$ cat config.mk
export PLATFORM = sky130hd
export DESIGN_NAME = uart_rx_majority_sampler_flat
export DESIGN_NICKNAME = d
export VERILOG_FILES = /design/src/rtl/uart_rx_majority_sampler_if.sv /design/src/rtl/uart_rx_majority_sampler.sv /design/src/flat_wrapper.sv
export SDC_FILE = /design/constraint.sdc
export NUM_CORES = 1
export LEC_CHECK = 0
export ABC_AREA = 1
export CAP_MARGIN = 25
export CORE_UTILIZATION = 59
export CTS_CLUSTER_SIZE = 24
export DETAILED_ROUTE_END_ITERATION = 7
export GPL_ROUTABILITY_DRIVEN = 0
export PLACE_DENSITY = 0.81
export SLEW_MARGIN = 20
export SYNTH_ARGS = -nofsm -noshare
export SYNTH_HDL_FRONTEND = slang
export SYNTH_SLANG_ARGS = --single-unit
$ cat constraint.sdc
create_clock -name CLK -period 3.1 [get_ports CLK]
set_clock_uncertainty 0.1 [all_clocks]
set_input_delay 0.465 -clock CLK [delete_from_list [all_inputs] [get_ports CLK]]
set_output_delay 0.465 -clock CLK [all_outputs]
set_load 0.1 [all_outputs]
$ cat src/rtl/uart_rx_majority_sampler_if.sv
// Bundle between the bit/edge counter, the RX FSM and the majority sampler.
// The sampler takes the slave side; whoever drives RX_IN, the config and edg_cnt takes the master side.
interface uart_rx_majority_sampler_if #(
  parameter int PRESCALE_WIDTH = 6
);
  logic                      RX_IN;
  logic [PRESCALE_WIDTH-1:0] Prescale;
  logic [PRESCALE_WIDTH-1:0] edg_cnt;
  logic                      Enable;
  logic [1:0]                Num_Samples;
  logic                      Sbit;
  logic                      Sbit_vld;
  logic                      Noise_err;
  logic                      Cfg_err;

  modport master (
    output RX_IN, Prescale, edg_cnt, Enable, Num_Samples,
    input  Sbit, Sbit_vld, Noise_err, Cfg_err
  );

  modport slave (
    input  RX_IN, Prescale, edg_cnt, Enable, Num_Samples,
    output Sbit, Sbit_vld, Noise_err, Cfg_err
  );
endinterface

$ cat src/rtl/uart_rx_majority_sampler.sv
// Majority-vote bit decision over 1/3/5/7 samples centred on the bit midpoint.
// The config is latched when Enable rises; an illegal config falls back to one sample at the centre.
module uart_rx_majority_sampler #(
  parameter int PRESCALE_WIDTH = 6,
  parameter int MAX_SAMPLES    = 7,
  parameter int SYNC_STAGES    = 2
) (
  input logic                       CLK,
  input logic                       RST,
  uart_rx_majority_sampler_if.slave bus
);
  localparam int         PW    = PRESCALE_WIDTH;
  localparam int         XW    = PRESCALE_WIDTH + 1;
  localparam logic [2:0] MAX_N = 3'(MAX_SAMPLES);

  logic rx_sync;

  generate
    if (SYNC_STAGES == 0) begin : g_bypass
      assign rx_sync = bus.RX_IN;
    end else begin : g_sync
      logic [SYNC_STAGES-1:0] sync_reg;
      logic [SYNC_STAGES-1:0] sync_next;
      for (genvar gi = 0; gi < SYNC_STAGES; gi++) begin : g_stage
        if (gi == 0) begin : g_head
          assign sync_next[gi] = bus.RX_IN;
        end else begin : g_tail
          assign sync_next[gi] = sync_reg[gi-1];
        end
      end
      // Idle-high reset so the line does not look like a start bit after reset.
      always_ff @(posedge CLK or negedge RST) begin
        if (!RST) sync_reg <= '1;
        else      sync_reg <= sync_next;
      end
      assign rx_sync = sync_reg[SYNC_STAGES-1];
    end
  endgenerate

  logic [2:0]    req_n, cnt_n, n_new;
  logic          clamp, err_new;
  logic [XW-1:0] k_x, c_x, p_x;
  logic [PW-1:0] lo_new, hi_new;

  assign req_n = {bus.Num_Samples, 1'b1};
  assign clamp = (req_n > MAX_N);
  assign cnt_n = clamp ? MAX_N : req_n;
  assign k_x   = XW'(cnt_n >> 1);
  assign p_x   = XW'(bus.Prescale);
  assign c_x   = (p_x >> 1) - XW'(1);

  always_comb begin
    lo_new  = '0;
    hi_new  = '0;
    n_new   = 3'd1;
    err_new = 1'b1;
    if (p_x >= XW'(2)) begin
      if (!clamp && (k_x <= c_x) && ((c_x + k_x) <= (p_x - XW'(1)))) begin
        lo_new  = PW'(c_x - k_x);
        hi_new  = PW'(c_x + k_x);
        n_new   = cnt_n;
        err_new = 1'b0;
      end else begin
        lo_new = PW'(c_x);
        hi_new = PW'(c_x);
      end
    end
  end

  logic          en_d_reg, cfg_err_reg, rise;
  logic [PW-1:0] lo_reg, hi_reg, lo_eff, hi_eff;
  logic [2:0]    n_reg, n_eff;

  // The rising-edge cycle already samples with the freshly derived window.
  assign rise   = bus.Enable & ~en_d_reg;
  assign lo_eff = rise ? lo_new : lo_reg;
  assign hi_eff = rise ? hi_new : hi_reg;
  assign n_eff  = rise ? n_new  : n_reg;

  always_ff @(posedge CLK or negedge RST) begin
    if (!RST) begin
      en_d_reg    <= 1'b0;
      lo_reg      <= '0;
      hi_reg      <= '0;
      n_reg       <= 3'd1;
      cfg_err_reg <= 1'b0;
    end else begin
      en_d_reg <= bus.Enable;
      if (rise) begin
        lo_reg      <= lo_new;
        hi_reg      <= hi_new;
        n_reg       <= n_new;
        cfg_err_reg <= err_new;
      end
    end
  end

  logic [2:0] ones_reg, zeros_reg, ones_next, zeros_next, ones_base, zeros_base;
  logic [3:0] ones_tot, zeros_tot;
  logic       in_window;
  logic       sbit_reg, sbit_next, vld_reg, vld_next, noise_reg, noise_next;

  assign in_window  = (bus.edg_cnt >= lo_eff) && (bus.edg_cnt <= hi_eff);
  assign ones_base  = (bus.edg_cnt == '0) ? 3'd0 : ones_reg;
  assign zeros_base = (bus.edg_cnt == '0) ? 3'd0 : zeros_reg;
  assign ones_tot   = {1'b0, ones_base}  + {3'b000, rx_sync};
  assign zeros_tot  = {1'b0, zeros_base} + {3'b000, ~rx_sync};

  // A strobe needs the full sample count, so a window entered part-way never decides.
  always_comb begin
    ones_next  = '0;
    zeros_next = '0;
    sbit_next  = sbit_reg;
    noise_next = noise_reg;
    vld_next   = 1'b0;
    if (bus.Enable) begin
      if (!in_window) begin
        ones_next  = ones_base;
        zeros_next = zeros_base;
      end else if (bus.edg_cnt != hi_eff) begin
        ones_next  = ones_tot[2:0];
        zeros_next = zeros_tot[2:0];
      end else if ((ones_tot + zeros_tot) == {1'b0, n_eff}) begin
        vld_next   = 1'b1;
        sbit_next  = (ones_tot > zeros_tot);
        noise_next = (ones_tot != 4'd0) && (zeros_tot != 4'd0);
      end
    end
  end

  always_ff @(posedge CLK or negedge RST) begin
    if (!RST) begin
      ones_reg  <= '0;
      zeros_reg <= '0;
      sbit_reg  <= 1'b1;
      vld_reg   <= 1'b0;
      noise_reg <= 1'b0;
    end else begin
      ones_reg  <= ones_next;
      zeros_reg <= zeros_next;
      sbit_reg  <= sbit_next;
      vld_reg   <= vld_next;
      noise_reg <= noise_next;
    end
  end

  assign bus.Sbit      = sbit_reg;
  assign bus.Sbit_vld  = vld_reg;
  assign bus.Noise_err = noise_reg;
  assign bus.Cfg_err   = cfg_err_reg;
endmodule

$ cat src/flat_wrapper.sv
// flat-port wrapper written by rule: the top's interface ports become plain ports
module uart_rx_majority_sampler_flat 
#(
  parameter int PRESCALE_WIDTH = 6,
  parameter int MAX_SAMPLES    = 7,
  parameter int SYNC_STAGES    = 2
)
  (CLK, RST, bus_RX_IN, bus_Prescale, bus_edg_cnt, bus_Enable, bus_Num_Samples, bus_Sbit, bus_Sbit_vld, bus_Noise_err, bus_Cfg_err);
  uart_rx_majority_sampler_if #(.PRESCALE_WIDTH(PRESCALE_WIDTH)) bus_i ();
  input logic CLK;
  input logic RST;
  input wire logic [$bits(bus_i.RX_IN)-1:0] bus_RX_IN;
  input wire logic [$bits(bus_i.Prescale)-1:0] bus_Prescale;
  input wire logic [$bits(bus_i.edg_cnt)-1:0] bus_edg_cnt;
  input wire logic [$bits(bus_i.Enable)-1:0] bus_Enable;
  input wire logic [$bits(bus_i.Num_Samples)-1:0] bus_Num_Samples;
  output wire logic [$bits(bus_i.Sbit)-1:0] bus_Sbit;
  output wire logic [$bits(bus_i.Sbit_vld)-1:0] bus_Sbit_vld;
  output wire logic [$bits(bus_i.Noise_err)-1:0] bus_Noise_err;
  output wire logic [$bits(bus_i.Cfg_err)-1:0] bus_Cfg_err;
  assign bus_i.RX_IN = bus_RX_IN;
  assign bus_i.Prescale = bus_Prescale;
  assign bus_i.edg_cnt = bus_edg_cnt;
  assign bus_i.Enable = bus_Enable;
  assign bus_i.Num_Samples = bus_Num_Samples;
  assign bus_Sbit = bus_i.Sbit;
  assign bus_Sbit_vld = bus_i.Sbit_vld;
  assign bus_Noise_err = bus_i.Noise_err;
  assign bus_Cfg_err = bus_i.Cfg_err;
  uart_rx_majority_sampler #(.PRESCALE_WIDTH(PRESCALE_WIDTH), .MAX_SAMPLES(MAX_SAMPLES), .SYNC_STAGES(SYNC_STAGES)) u_core (.CLK(CLK), .RST(RST), .bus(bus_i));
endmodule
==> run summary <==
Startpoint Class = input port
Vias per std cell = 6.96
Worst Slack Setup Final = -1980 ps
Share of layout cells above drive strength 1 = 45.7%
WL/cell = 26.2 um
Mapped Avg Cell Area = 7.61 sq um
Layout Nets = 513
Max incr delay on CP = 590 ps
Initial antenna violation count = 0
Failing checks = DRC, setup timing
Ant diodes = 0
Final Cycle Share = 164%
Slew @ Worst Pin = 699 ps
Cell mode on critical path = nand2_1
Post-Synthesis Cells = 340
WL final = 13,100 um
Number of global-route vias before repair = 2,972
Yosys warnings = 0
Post-layout instance area = 4000 sq um
Hold Buf Count CTS = 0
Area fraction of the dominant cell type after synthesis = 23.2%
Worst slew margin = 53.0%
Critical path capture point type = register
Critical Path Slowest Stage Cell = clkdlybuf4s50_1
Worst-path clk slew = 110 ps
Most used routing layer = met2
Worst-Skew Late Latency = 290 ps
Setup CP Type = in -> reg
Drt initial violations = 758
Synth cell count leaders = nand2_1 (63), inv_1 (60), ha_1 (40)
Max Clk Rate = 0.197 GHz
Min Tclk post-route = 5080 ps
Met3 usage = 7.50%
Total chip power = 2.32 mW
Sequential share of the synthesized area = 27.3%
Sequential share of power = 20.5%
Switching Share = 48.2%
Total number of vias = 3,488
DIE AREA = 4650 sq um
Final Util = 97.3%
# clock sinks = 28
Max-Cap Viols = 0
Synth-to-Final Area Change = 54.8%
Core ar. = 4120 sq um
Crit-path max FO = 6
Count of buffers from port buffering = 21
Slew Viols, Final = 0
Power per cell area = 581 nW/um^2
Initial core utilization = 62.8%
GR Layer Usage met2 = 71.9%
Top-count cell post-synth = nand2_1
# rows = 23
Psw = 1.12 mW
H-tree depth = 1
Post-Syn Nets = 401
CTS buffer count = 3
Met1 Use GR = 46.0%
Placed wire-length estimate = 5380 um
Area after DPL = 3400 sq um
Clk root buf = clkbuf_8
RSZ-0062 raised after global routing = yes
Post-route ant nets = 0
Synth Cell Area = 2590 sq um
Arrival time at the worst endpoint = 5160 ps
Finish-stage setup viols = 24
Leak Pwr = 2.03 nW
Top_reg_cell synth = dfrtp_1
Count of final hold-check violations = 0
Top post-synthesis cells by area = dfrtp_1 (23%), ha_1 (19%), nand2_1 (9.1%), inv_1 (8.7%), nor2_1 (4.5%)
Fraction of registers with async set/reset = 100%
Clk pwr share = 13.2%
Initial DRT Pass Iterations = 8
WP data required = 3190 ps
VDD IR-drop max = 0.689 mV
Comb pwr share = 66.3%
Maximum root-to-sink buffer count = 2
# DRC = 65
Pint = 1.20 mW
GRT Total Usage = 41.5%
Chip height = 68.2 um
FF+latch count, synth = 28
Post-synth top area cell = dfrtp_1
First-pass GRT wire length = 14,000 um
Worst hold path type = reg -> reg
IO Count = 22
Status = complete, but fails checks
Unique masters post-synth = 39
Die width = 68.2 um
TritonCTS clock tree = built
Total grt overflow = 0
Largest net degree at the start of global routing = 29
EDFF count, synth = 0
worst paths after layout:
check	start	to	cells past startpoint	slack (ps)
max in group asynchronous	RST	u_core.g_sync.sync_reg[0]$_DFF_PN1_	2	2110
worst max-delay path	bus_Prescale[4]	u_core.bus.Noise_err$_DFFE_PN0P_	30	-1980
min in group asynchronous	RST	u_core.bus.Cfg_err$_DFFE_PN0P_	2	470
worst min register to register	u_core.g_sync.sync_reg[0]$_DFF_PN1_	u_core.g_sync.sync_reg[1]$_DFF_PN1_	0	280
worst max register to register	u_core.en_d_reg$_DFF_PN0_	u_core.bus.Noise_err$_DFFE_PN0P_	21	-440
worst min-delay path	u_core.g_sync.sync_reg[0]$_DFF_PN1_	u_core.g_sync.sync_reg[1]$_DFF_PN1_	0	280
final cells by class:
type                    instances  area, sq um
flip-flops and latches         28          706
clock inverters                 1         30.0
multi-input cells             244         2040
inverters                      65          258
repair buffers                110          868
well taps                      50         62.6
clock buffers                   3         41.3
fillers                        65          113
worst max-delay path: cells and delay by family:
family / cells / cell delay (ps)
xor+xnor: 1 / 190
buf+inv: 6 / 1290
simple gates: 20 / 2420
fa+ha+maj: 2 / 620
compound gates: 1 / 160
cells by family (layout without fill, tap and decap cells):
family | count (synthesis) | after routing | share of synthesized area (%)
AO/OA/AOI/OAI | 53 | 53 | 12.9
XOR/XNOR | 14 | 14 | 4.74
adder cells (fa/ha/maj) | 43 | 43 | 21.7
buffers and inverters | 68 | 179 | 10.2
flip-flops | 28 | 28 | 27.3
AND/OR/NAND/NOR | 134 | 134 | 23.2
routing by layer:
metal	wire [um]	share of wire, %
met1	4210	32
met2	5440	41
met3	1860	14
met4	1610	12
met5	0	0
power groups by stage:
| stage | registers, mW | clock network [mW] | logic (mW) |
|---|---|---|---|
| after global routing | 0.476 | 0.315 | 1.58 |
| after detailed placement | 0.469 | 0 | 1.03 |
| after CTS | 0.462 | 0.295 | 1.12 |
| after global placement | 0.464 | 0 | 0.982 |
| final | 0.477 | 0.307 | 1.54 |
| after floorplan | 0.521 | 0 | 0.596 |
cells in the final DEF (no fill, tap or decap), drive strengths merged, types with 9 or more instances in the layout:
master / count
buf: 95
nand2: 72
inv: 64
ha: 40
nor2: 36
dfrtp: 24
a21oi: 21
nand3: 16
clkdlybuf4s50: 12
o21ai: 12
xor2: 9
repair_timing:
action / in CTS / in global routing
setup buffers: 9 / 9
gates resized for setup: 47 / 59
cloned: 1 / 0
pin swaps: 37 / 47
endpoints found under the setup margin: 24 / 24
metrics by stage:
step,hold WS (ps),setup WS [ps],instances,TNS [ps]
2_1_floorplan,69.4,-1230,340,-9940
3_3_place_gp,246,-1920,478,-23930
3_5_place_dp,248,-2130,478,-28790
4_1_cts,264,-1280,492,-10820
5_1_grt,274,-2160,501,-23650
6_report,275,-1980,501,-20670
(Power assumes the default switching activity.)
